**src/rtl/control_unit_if.sv**
```systemverilog
// Control-unit <-> datapath bundle: instruction register and stop request in,
// register-select strobes, datapath strobes and ALU operation out.
interface control_unit_if;
  logic [31:0] IR;
  logic        Stop;
  logic        Run;
  logic        Gra, Grb, Grc, Rin, Rout;
  logic        PCin, PCout, MARin, MDRin, MDRout, IRin, Yin;
  logic        Zlowin, Zhighin, Zlowout, Zhighout, HIin, LOin, IncPC, Read;
  logic [3:0]  ALUop;

  modport master (
    input  IR, Stop,
    output Run, Gra, Grb, Grc, Rin, Rout,
    output PCin, PCout, MARin, MDRin, MDRout, IRin, Yin,
    output Zlowin, Zhighin, Zlowout, Zhighout, HIin, LOin, IncPC, Read,
    output ALUop
  );

  modport slave (
    output IR, Stop,
    input  Run, Gra, Grb, Grc, Rin, Rout,
    input  PCin, PCout, MARin, MDRin, MDRout, IRin, Yin,
    input  Zlowin, Zhighin, Zlowout, Zhighout, HIin, LOin, IncPC, Read,
    input  ALUop
  );
endinterface

```
**src/rtl/control_unit.sv**
```systemverilog
// Moore sequencer for the fetch/execute datapath: fetch in T0-T2, then a
// per-opcode-class execute sequence; opcode 14 parks the machine in HALT.
//
// state | meaning
// IDLE  | after clear, all strobes low
// T0    | PC -> MAR, PC+1 -> Z
// T1    | Z -> PC, memory read into MDR
// T2    | MDR -> IR
// T3-T6 | execute steps, depending on opcode class
// HALT  | stopped, Run low, left only through clear
module control_unit (
  input  logic            clock,
  input  logic            clear,
  control_unit_if.master  bus
);

  typedef enum logic [3:0] {IDLE, T0, T1, T2, T3, T4, T5, T6, HALT} state_t;

  state_t     state;
  state_t     end_of_instr;
  logic [4:0] opcode;
  logic       is_alu, is_muldiv, is_negnot, is_halt;

  assign opcode    = bus.IR[31:27];
  assign is_alu    = (opcode <= 5'd8);
  assign is_muldiv = (opcode == 5'd9) || (opcode == 5'd10);
  assign is_negnot = (opcode == 5'd11) || (opcode == 5'd12);
  assign is_halt   = (opcode == 5'd14);

  // Stop only matters on the edge that leaves an instruction's last state.
  assign end_of_instr = bus.Stop ? HALT : T0;

  always_ff @(posedge clock or posedge clear) begin
    if (clear) begin
      state <= IDLE;
    end else begin
      case (state)
        IDLE: state <= T0;
        T0:   state <= T1;
        T1:   state <= T2;
        T2:   state <= T3;
        T3: begin
          if (is_halt)                           state <= HALT;
          else if (is_alu || is_muldiv || is_negnot) state <= T4;
          else                                   state <= end_of_instr;
        end
        T4:   state <= is_negnot ? end_of_instr : T5;
        T5:   state <= is_muldiv ? T6 : end_of_instr;
        T6:   state <= end_of_instr;
        HALT: state <= HALT;
        default: state <= IDLE;
      endcase
    end
  end

  assign bus.Run = (state != HALT);

  // The datapath IR loads on the edge leaving T2, so T3 strobes cannot be
  // precomputed a cycle early; decode is from the state register and the IR.
  always_comb begin
    bus.Gra      = 1'b0;
    bus.Grb      = 1'b0;
    bus.Grc      = 1'b0;
    bus.Rin      = 1'b0;
    bus.Rout     = 1'b0;
    bus.PCin     = 1'b0;
    bus.PCout    = 1'b0;
    bus.MARin    = 1'b0;
    bus.MDRin    = 1'b0;
    bus.MDRout   = 1'b0;
    bus.IRin     = 1'b0;
    bus.Yin      = 1'b0;
    bus.Zlowin   = 1'b0;
    bus.Zhighin  = 1'b0;
    bus.Zlowout  = 1'b0;
    bus.Zhighout = 1'b0;
    bus.HIin     = 1'b0;
    bus.LOin     = 1'b0;
    bus.IncPC    = 1'b0;
    bus.Read     = 1'b0;
    bus.ALUop    = 4'd0;
    case (state)
      T0: begin
        bus.PCout  = 1'b1;
        bus.MARin  = 1'b1;
        bus.IncPC  = 1'b1;
        bus.Zlowin = 1'b1;
      end
      T1: begin
        bus.Zlowout = 1'b1;
        bus.PCin    = 1'b1;
        bus.Read    = 1'b1;
        bus.MDRin   = 1'b1;
      end
      T2: begin
        bus.MDRout = 1'b1;
        bus.IRin   = 1'b1;
      end
      T3: begin
        if (is_alu) begin
          bus.Grb  = 1'b1;
          bus.Rout = 1'b1;
          bus.Yin  = 1'b1;
        end else if (is_muldiv) begin
          bus.Gra  = 1'b1;
          bus.Rout = 1'b1;
          bus.Yin  = 1'b1;
        end else if (is_negnot) begin
          bus.Grb    = 1'b1;
          bus.Rout   = 1'b1;
          bus.Zlowin = 1'b1;
          bus.ALUop  = opcode[3:0];
        end
      end
      T4: begin
        if (is_alu) begin
          bus.Grc    = 1'b1;
          bus.Rout   = 1'b1;
          bus.Zlowin = 1'b1;
          bus.ALUop  = opcode[3:0];
        end else if (is_muldiv) begin
          bus.Grb     = 1'b1;
          bus.Rout    = 1'b1;
          bus.Zlowin  = 1'b1;
          bus.Zhighin = 1'b1;
          bus.ALUop   = opcode[3:0];
        end else if (is_negnot) begin
          bus.Zlowout = 1'b1;
          bus.Gra     = 1'b1;
          bus.Rin     = 1'b1;
        end
      end
      T5: begin
        if (is_alu) begin
          bus.Zlowout = 1'b1;
          bus.Gra     = 1'b1;
          bus.Rin     = 1'b1;
        end else if (is_muldiv) begin
          bus.Zlowout = 1'b1;
          bus.LOin    = 1'b1;
        end
      end
      T6: begin
        bus.Zhighout = 1'b1;
        bus.HIin     = 1'b1;
      end
      default: ;
    endcase
  end

endmodule

```
**src/flat_wrapper.sv**
```systemverilog
// flat-port wrapper written by rule: the top's interface ports become plain ports
module control_unit_flat 
  (clock, clear, bus_IR, bus_Stop, bus_Run, bus_Gra, bus_Grb, bus_Grc, bus_Rin, bus_Rout, bus_PCin, bus_PCout, bus_MARin, bus_MDRin, bus_MDRout, bus_IRin, bus_Yin, bus_Zlowin, bus_Zhighin, bus_Zlowout, bus_Zhighout, bus_HIin, bus_LOin, bus_IncPC, bus_Read, bus_ALUop);
  control_unit_if bus_i ();
  input  logic clock;
  input  logic clear;
  input wire logic [$bits(bus_i.IR)-1:0] bus_IR;
  input wire logic [$bits(bus_i.Stop)-1:0] bus_Stop;
  output wire logic [$bits(bus_i.Run)-1:0] bus_Run;
  output wire logic [$bits(bus_i.Gra)-1:0] bus_Gra;
  output wire logic [$bits(bus_i.Grb)-1:0] bus_Grb;
  output wire logic [$bits(bus_i.Grc)-1:0] bus_Grc;
  output wire logic [$bits(bus_i.Rin)-1:0] bus_Rin;
  output wire logic [$bits(bus_i.Rout)-1:0] bus_Rout;
  output wire logic [$bits(bus_i.PCin)-1:0] bus_PCin;
  output wire logic [$bits(bus_i.PCout)-1:0] bus_PCout;
  output wire logic [$bits(bus_i.MARin)-1:0] bus_MARin;
  output wire logic [$bits(bus_i.MDRin)-1:0] bus_MDRin;
  output wire logic [$bits(bus_i.MDRout)-1:0] bus_MDRout;
  output wire logic [$bits(bus_i.IRin)-1:0] bus_IRin;
  output wire logic [$bits(bus_i.Yin)-1:0] bus_Yin;
  output wire logic [$bits(bus_i.Zlowin)-1:0] bus_Zlowin;
  output wire logic [$bits(bus_i.Zhighin)-1:0] bus_Zhighin;
  output wire logic [$bits(bus_i.Zlowout)-1:0] bus_Zlowout;
  output wire logic [$bits(bus_i.Zhighout)-1:0] bus_Zhighout;
  output wire logic [$bits(bus_i.HIin)-1:0] bus_HIin;
  output wire logic [$bits(bus_i.LOin)-1:0] bus_LOin;
  output wire logic [$bits(bus_i.IncPC)-1:0] bus_IncPC;
  output wire logic [$bits(bus_i.Read)-1:0] bus_Read;
  output wire logic [$bits(bus_i.ALUop)-1:0] bus_ALUop;
  assign bus_i.IR = bus_IR;
  assign bus_i.Stop = bus_Stop;
  assign bus_Run = bus_i.Run;
  assign bus_Gra = bus_i.Gra;
  assign bus_Grb = bus_i.Grb;
  assign bus_Grc = bus_i.Grc;
  assign bus_Rin = bus_i.Rin;
  assign bus_Rout = bus_i.Rout;
  assign bus_PCin = bus_i.PCin;
  assign bus_PCout = bus_i.PCout;
  assign bus_MARin = bus_i.MARin;
  assign bus_MDRin = bus_i.MDRin;
  assign bus_MDRout = bus_i.MDRout;
  assign bus_IRin = bus_i.IRin;
  assign bus_Yin = bus_i.Yin;
  assign bus_Zlowin = bus_i.Zlowin;
  assign bus_Zhighin = bus_i.Zhighin;
  assign bus_Zlowout = bus_i.Zlowout;
  assign bus_Zhighout = bus_i.Zhighout;
  assign bus_HIin = bus_i.HIin;
  assign bus_LOin = bus_i.LOin;
  assign bus_IncPC = bus_i.IncPC;
  assign bus_Read = bus_i.Read;
  assign bus_ALUop = bus_i.ALUop;
  control_unit u_core (.clock(clock), .clear(clear), .bus(bus_i));
endmodule
```
**config.mk**
```make
export PLATFORM = sky130hd
export DESIGN_NAME = control_unit_flat
export DESIGN_NICKNAME = d
export VERILOG_FILES = /design/src/rtl/control_unit_if.sv /design/src/rtl/control_unit.sv /design/src/flat_wrapper.sv
export SDC_FILE = /design/constraint.sdc
export NUM_CORES = 1
export LEC_CHECK = 0
export ABC_AREA = 1
export ABC_CLOCK_PERIOD_IN_PS = 1600
export CAP_MARGIN = 20
export CELL_PAD_IN_SITES_DETAIL_PLACEMENT = 0
export CELL_PAD_IN_SITES_GLOBAL_PLACEMENT = 2
export CORE_UTILIZATION = 12
export CTS_BUF_LIST = sky130_fd_sc_hd__clkbuf_8 sky130_fd_sc_hd__clkbuf_16
export CTS_CLUSTER_SIZE = 28
export DETAILED_ROUTE_END_ITERATION = 12
export PLACE_DENSITY_LB_ADDON = 0.1
export SLEW_MARGIN = 15
export SYNTH_ARGS = -nofsm -noshare
export SYNTH_HDL_FRONTEND = slang
export SYNTH_SLANG_ARGS = --single-unit
export TNS_END_PERCENT = 100
```
**constraint.sdc**
```tcl
create_clock -name clock -period 1.6 [get_ports clock]
set_clock_uncertainty 0.1 [all_clocks]
set_input_delay 0.32 -clock clock [delete_from_list [all_inputs] [get_ports clock]]
set_output_delay 0.32 -clock clock [all_outputs]
set_load 0.05 [all_outputs]
```
=== After elaboration in Yosys (flattened, before gate mapping) ===
Index checks and enable logic that the tools add are counted.

* Bits in registers: 4
* Bits in latches: 0
* Memory bits (writable): 0
* Bits in read-only memories: 0
* Bits of input ports: 35
* Output and inout port bits: 25
* Memories kept: 0

* $add $sub $neg: 0
* $mul: 0
* Div/mod/pow operators: 0
* Magnitude comparators: 1
* Equality and inequality tests: 14
* Shift-type cells: 0
* Mux-type cells: 36
* Bitwise logic cells: 0
* Reduce and logical (&&, ||, !) cells: 5

{| class="wikitable"
|+ Operators by type and width
! kind !! number
|-
| 4-bit 2-to-1 mux || 10
|-
| 4-bit one-hot mux with 9 select lines || 1
|-
| 5-bit by 4-bit equality test with 1-bit output, second input constant || 5
|-
| 1-bit 2-to-1 mux || 18
|-
| 4-bit by 3-bit equality test with 1-bit output, second input constant || 4
|-
| 1-bit one-hot mux with 3 select lines || 3
|-
| 4-bit by 2-bit equality test with 1-bit output, second input constant || 2
|-
| 4-bit one-hot mux with 2 select lines || 1
|-
| 1-bit one-hot mux with 2 select lines || 3
|-
| 5-bit by 4-bit <= comparator with 1-bit output, second input constant || 1
|-
| 4-bit by 1-bit equality test with 1-bit output, second input constant || 1
|-
| 4-bit equality test, second input constant || 1
|-
| 4-bit zero test || 1
|-
| 1-bit logical OR || 4
|-
| 4-bit != test, second input constant || 1
|}

=== Depth between registers and ports, before layout ===
Gate-level depths: netlist of run 1.

* Word-level depth: 7
* Gate-level depth with buffers: 9
* Depth with buffers taken out: 9

=== Worst setup path before layout of run 1 ===
No wires, ideal clock.

* Path type: reg2out
* From: reg u_core.state[3]
* To: out bus_Zlowin
* Arrival: 2.312 ns
* Slack: -1.132 ns
* Stages on the path, launching flop included: 6
* Path buffers: 0
* Path through: dfrtp_1 nor2_1 inv_1 nor3_1 inv_1 nand2_1

* Longest elaborated chain between the ends: 2

{| class="wikitable"
|+ Ends and longest elaborated chain
! item !! line !! RTL
|-
| start, declared || control_unit.sv:19 || <nowiki>state_t state;</nowiki>
|-
| start signal, assigned || control_unit.sv:45 || <nowiki>else state <= end_of_instr;</nowiki>
|-
| start signal, assigned || control_unit.sv:47 || <nowiki>T4: state <= is_negnot ? end_of_instr : T5;</nowiki>
|-
| start signal, assigned || control_unit.sv:48 || <nowiki>T5: state <= is_muldiv ? T6 : end_of_instr;</nowiki>
|-
| 4-bit by 3-bit equality test with 1-bit output / 4-bit by 1-bit equality test with 1-bit output (equally long branches) || control_unit.sv:82 || <nowiki>case (state)</nowiki>
|-
| 1-bit one-hot mux with 3 select lines * || control_unit.sv:82 ||
|-
| end, declared || flat_wrapper.sv:22 || <nowiki>output wire logic [$bits(bus_i.Zlowin)-1:0] bus_Zlowin;</nowiki>
|}

Every way passes the cells marked *; elsewhere a longest branch is shown, timed or not.

=== Worst setup path in the final report of run 1 ===
* From: reg u_core.state[0]
* To: out bus_ALUop[2]

* Longest elaborated chain between the ends: 2

{| class="wikitable"
|+ Ends and longest elaborated chain
! item !! line !! RTL
|-
| 4-bit by 3-bit equality test with 1-bit output || control_unit.sv:82 ||
|-
| 4-bit one-hot mux with 2 select lines * || control_unit.sv:82 ||
|-
| end, declared || flat_wrapper.sv:30 || <nowiki>output wire logic [$bits(bus_i.ALUop)-1:0] bus_ALUop;</nowiki>
|}

Marks and branches as above.

==> flow_summary_export.csv, run 1 <==
group,metric,value,unit
floorplanning,coreArea,4750,sq um
timing,report.final.slew_viol_count,0,
job,maxCapViolCount,0,
run_status,violations,"negative setup slack",
placement,io_buffers,32,
global_route,grt_max_degree,6,
placement,dp_slack,-0.667,ns
yosys,synth_warnings,0,
power_and_ir_drop,p_int,1.58,mW
layout,top_regs,"u_core.state: 4 flops",
timing,period_share,1.22,
cts,root_buffer,"clkbuf_8",
worst_setup_path,crit_top_cell,"inv_2",
layout,largest_reg_flops,4,
cts,clock_sinks,4,
timing,fmax,511,MHz
power_and_ir_drop,clkPwrFrac,0.072,
cts,path_clk_slew,0.03,ns
timing,maxSlewHeadroom,0.798,
global_route,grt_overflow,0,
global_route,first_global_vias,994,
power_and_ir_drop,p_per_area,1540,nW/um^2
power_and_ir_drop,p_sw_frac,0.472,
yosys,syn-num-nets,147,
floorplanning,die_w,72.5,um
yosys,synth_edf_count,0,
global_route,grt_pass1_wl,4170,um
cts,cts_made_buffers,3,
min_path,hold_class,"input pin to async pin",
route,drcViolationCount,0,
yosys,seq_area_frac_synth,0.168,
global_route,grt_use_total,0.102,
yosys,synth_area,597,sq um
worst_setup_path,required,1.18,ns
layout,drive_gt1_frac,0.742,
yosys,synth_seq_cells,4,
placement,gp_congestion,0.829,
floorplanning,die-area,5260,sq um
timing,worst_pin_slew,0.302,ns
timing,period_minus_slack,1.96,ns
floorplanning,die-height,72.5,um
cts,cts_tree,"yes",
yosys,netlist.top_cell.by_area,"nand2_1",
power_and_ir_drop,p_leak,0.933,nW
route,wl_per_cell,9.55,um
power_and_ir_drop,p_comb_frac,0.860,
worst_setup_path,worstSetupPathType,"flop to output pin",
route,routed_wl,2530,um
yosys,yosys.area.top_type_share,0.214,
worst_setup_path,cp_cell_sequence,"inv_2, nor3_4, inv_2, nor2_4, inv_2, a21oi_4, buf_12",
power_and_ir_drop,power_frac_seq,0.068,
worst_setup_path,critPathMaxStageDelay,0.41,ns
layout,nets,234,
route,first_iter_violations,21,
layout,fillCellCount,500,
yosys,synth.area.top_cells,"nand2_1, dfrtp_1, nor2_1, inv_1, nand3_1",
cts,cts_htree_levels,1,
floorplanning,rows,25,
timing,hold_viol_final,0,
yosys,ys_async_sr_fraction,1.00,
power_and_ir_drop,power_switching,1.42,mW
yosys,synthTopCellsByCount,"nand2_1, nor2_1, inv_1, nand3_1, inv_2",
cts,cts_buffer_depth,2,
timing,rsz0062_at_grt,"true",
worst_setup_path,cp_slowest_cell,"dfrtp_2",
layout,syn_to_final_growth,226,%
layout,final_cell_area,1950,sq um
route,ant_nets,0,
route,viasPerCell,3.61,
yosys,synthFlopType,"dfrtp_1",
route,dr.pass1.iters,4,
worst_setup_path,cp_top_family,"flip-flops",
worst_setup_path,crit_path_end_kind,"output pin",
placement,hpwl,2060,um
yosys,ys_types,18,
worst_setup_path,crit_buf_inv,4,
worst_setup_path,worstSetupStartpointType,"flop",
yosys,syn_area_per_cell,5.33,sq um
yosys,synth_cells,112,
timing,setup_viol,25,
yosys,synth.most_common_cell,"nand2_1",
route,vias,956,
cts,clk_latency,0.22,ns
global_route,grt_antenna_before_repair,0,
floorplanning,initial_core_util,0.126,
timing,setup_ws,-0.358,ns
run_status,status,"finished, violations left",
worst_setup_path,cp.arrival,1.54,ns
layout,regMostFlops,"u_core.state",
placement,place_area,1580,sq um
floorplanning,design.portCount,60,
power_and_ir_drop,ir_drop,0.000652,V
worst_setup_path,worstPathMaxFanout,4,
layout,diodes,0,
## power groups by stage
stage | logic [mW] | clock network, mW | registers [mW]
floorplan | 1.15 | 0 | 0.202
global placement | 2.16 | 0 | 0.202
detailed placement | 2.16 | 0 | 0.203
CTS | 2.51 | 0.222 | 0.203
global route | 2.71 | 0.224 | 0.214
finish | 2.58 | 0.215 | 0.205
## kinds of logic after synthesis
group / count (synthesis) / share of synthesized area
AND/OR/NAND/NOR: 71 / 0.539
buffers and inverters: 29 / 0.220
AO/OA/AOI/OAI: 8 / 0.0734
flip-flops: 4 / 0.168
## per-stage QoR
stage          hold slack, ns  total power [mW]  TNS (ns)   util  instances
2_1_floorplan         -0.0140              1.35     -2.47      -        112
3_3_place_gp            0.417              2.36    -10.45  0.333        243
3_5_place_dp            0.415              2.37    -10.71  0.333        243
4_1_cts                 0.186              2.94     -6.69  0.395        261
5_1_grt                 0.210              3.14     -8.41  0.410        265
6_report                0.181              3.00     -6.54  0.410        265
## final timing paths
kind	start	endpoint	slack, ns	cells after the start
max	u_core.state[0]	bus_ALUop[2]	-0.36	7
min	clear	u_core.state[2]	0.18	2
max reg2reg	u_core.state[0]	u_core.state[0]	0.11	8
min reg2reg	u_core.state[3]	u_core.state[3]	0.66	5
max in group asynchronous	clear	u_core.state[0]	1.06	2
min in group clock	bus_IR[28]	u_core.state[0]	0.60	5
## what timing repair did
action	4_1_cts	5_1_grt
hold endpoints to repair	0	0
endpoints found under the setup margin	29	26
hold buffers	0	0
buffers inserted	14	6
pin swaps	14	11
resized for setup	59	12
## cell usage in the layout, fill, tap and decap left out, drive strengths merged, types with 2 or more instances in the layout
cell type	synthesis	routed
clkdlybuf4s50	0	2
clkbuf	0	3
nand3	11	11
dfrtp	4	4
inv	23	23
nor2	20	20
nand2	34	34
clkdlybuf4s15	0	2
buf	6	83
nor3	4	4
a21oi	3	3
o21ai	5	5
## layer usage
layer,wire length [um],part of all wire,global-route usage,vias to the layer above
met5,0,0,0,-
met4,61,0.024,0.0588,0
met3,74,0.029,0.0139,4
met2,1380,0.55,0.180,18
met1,1010,0.40,0.118,428
li1,-,-,-,506
## final cells by class
type                    count  area (sq um)  area share
clock buffers               3          41.3      0.0212
repair buffers             88          1020       0.522
well taps                  67          83.8      0.0430
inverters                  23          97.6      0.0501
multi-input cells          79           603       0.310
flip-flops and latches      4           103      0.0527
clock inverters             1          3.75     0.00193
(Power assumes the default switching activity.)
==> run 2, diff against run 1 <==
- SKIP_CTS_REPAIR_TIMING: unset -> 1
==> flow_summary_export.csv, run 2 (synthesized netlist as in run 1, its figures left out) <==
group,metric,value,unit
power_and_ir_drop,p_sw_frac,0.490,
layout,drive_gt1_frac,0.710,
run_status,violations,"negative setup slack",
timing,worst_pin_slew,0.333,ns
global_route,grt_pass1_wl,3800,um
power_and_ir_drop,p_per_area,1510,nW/um^2
cts,clk_latency,0.22,ns
cts,cts_htree_levels,1,
layout,syn_to_final_growth,205,%
floorplanning,coreArea,4750,sq um
power_and_ir_drop,clkPwrFrac,0.078,
floorplanning,design.portCount,60,
timing,hold_slack,0.181,ns
job,maxCapViolCount,0,
floorplanning,die-area,5260,sq um
worst_setup_path,worstSetupStartpointType,"flop",
layout,regMostFlops,"u_core.state",
min_path,hold_class,"input pin to async pin",
route,routed_wl,2480,um
floorplanning,die-height,72.5,um
layout,final_cell_area,1820,sq um
global_route,grt_use_total,0.0941,
route,drcViolationCount,0,
cts,root_buffer,"clkbuf_8",
worst_setup_path,worstPathMaxFanout,4,
layout,nets,222,
layout,mostFrequentLayoutCell,"buf_4",
layout,diodes,0,
timing,setup_ws,-0.388,ns
layout,largest_reg_flops,4,
placement,hpwl,2060,um
layout,fillCellCount,508,
power_and_ir_drop,p_comb_frac,0.839,
placement,gp_congestion,0.829,
route,viasPerCell,3.62,
global_route,grt_max_degree,8,
placement,io_buffers,32,
placement,place_area,1580,sq um
timing,period_minus_slack,1.99,ns
power_and_ir_drop,power_frac_seq,0.083,
timing,rsz0062_at_grt,"true",
cts,path_clk_slew,0.03,ns
route,first_iter_violations,22,
timing,period_share,1.24,
power_and_ir_drop,power_switching,1.35,mW
timing,setup_viol,24,
power_and_ir_drop,p_int,1.41,mW
layout,multi_input_area,579,sq um
floorplanning,initial_core_util,0.126,
global_route,first_global_vias,885,
worst_setup_path,cp.arrival,1.57,ns
timing,report.final.slew_viol_count,0,
power_and_ir_drop,power.total,2.75,mW
layout,final_cell_mix,"buf_4, buf_12, nand2_1",
cts,cts_tree,"yes",
power_and_ir_drop,p_leak,0.885,nW
route,vias,916,
floorplanning,rows,25,
timing,fmax,503,MHz
layout,top_regs,"u_core.state: 4 flops",
global_route,grt_antenna_before_repair,0,
floorplanning,die_w,72.5,um
cts,cts_buffer_depth,2,
global_route,grt_overflow,0,
cts,cts_made_buffers,3,
timing,maxSlewHeadroom,0.777,
route,wl_per_cell,9.81,um
layout,utilization,0.382,
run_status,status,"finished, violations left",
route,ant_nets,0,
worst_setup_path,required,1.18,ns
layout,seqCellArea,103,sq um
timing,hold_viol_final,0,
worst_setup_path,worstSetupPathType,"flop to output pin",
power_and_ir_drop,ir_drop,0.000640,V
cts,clock_sinks,4,
route,dr.pass1.iters,5,
worst_setup_path,crit_path_end_kind,"output pin",
==> run 2: changes by cell type in the layout (fill, tap and decap cells not counted), moves of 2 or more <==
cell and change:
buf_4 -7, buf_6 -3, buf_2 -2, clkbuf_2 +2, dlymetal6s2s_1 +2, inv_4 -2, nand2_4 -2
==> run 2: per-layer routing <==
layer / vias up / share of wire / track usage / wire length [um]
met2: 13 / 0.55 / 0.164 / 1370
met4: 0 / 0.011 / 0.0458 / 27
met1: 415 / 0.41 / 0.113 / 1020
met5: - / 0 / 0 / 0
li1: 486 / - / - / -
met3: 2 / 0.025 / 0.0125 / 62
==> run 2: critical path, stage by stage, from the launching register on <==
cell     delay, ns
dfrtp_2       0.42
inv_2         0.07
nor3_4        0.28
inv_2         0.11
nor2_4        0.12
inv_2         0.05
a21oi_4       0.14
buf_12        0.15
==> run 2: area by class of cell <==
class | count | share of cell area
clock buffers | 3 | 0.0227
clock inverters | 1 | 0.00206
inverters | 23 | 0.0537
multi-input cells | 79 | 0.319
flip-flops and latches | 4 | 0.0564
well taps | 67 | 0.0461
repair buffers | 76 | 0.500
==> run 2: stage by stage <==
stage	instances	setup slack [ns]	TNS, ns
2_1_floorplan	112	-0.320	-2.47
3_3_place_gp	243	-0.686	-10.45
3_5_place_dp	243	-0.667	-10.71
4_1_cts	247	-0.674	-12.06
5_1_grt	253	-0.461	-8.29
6_report	253	-0.388	-6.77
==> run 2: final timing paths <==
| path | startpoint | to | slack, ns | cells past startpoint |
|---|---|---|---|---|
| setup / recovery | u_core.state[0] | bus_ALUop[2] | -0.39 | 7 |
| hold / removal | clear | u_core.state[2] | 0.18 | 2 |
| setup reg to reg | u_core.state[0] | u_core.state[0] | 0.01 | 9 |
| hold reg to reg | u_core.state[3] | u_core.state[3] | 0.69 | 5 |
| max in group asynchronous | clear | u_core.state[0] | 1.06 | 2 |
| min in group clock | bus_IR[28] | u_core.state[0] | 0.59 | 5 |
==> run 2: power by group through the flow <==
stage	sequential, mW	clock [mW]	combinational [mW]
2_1_floorplan	0.202	0	1.15
3_3_place_gp	0.202	0	2.16
3_5_place_dp	0.203	0	2.16
4_1_cts	0.201	0.222	2.17
5_1_grt	0.234	0.224	2.42
6_report	0.228	0.216	2.31
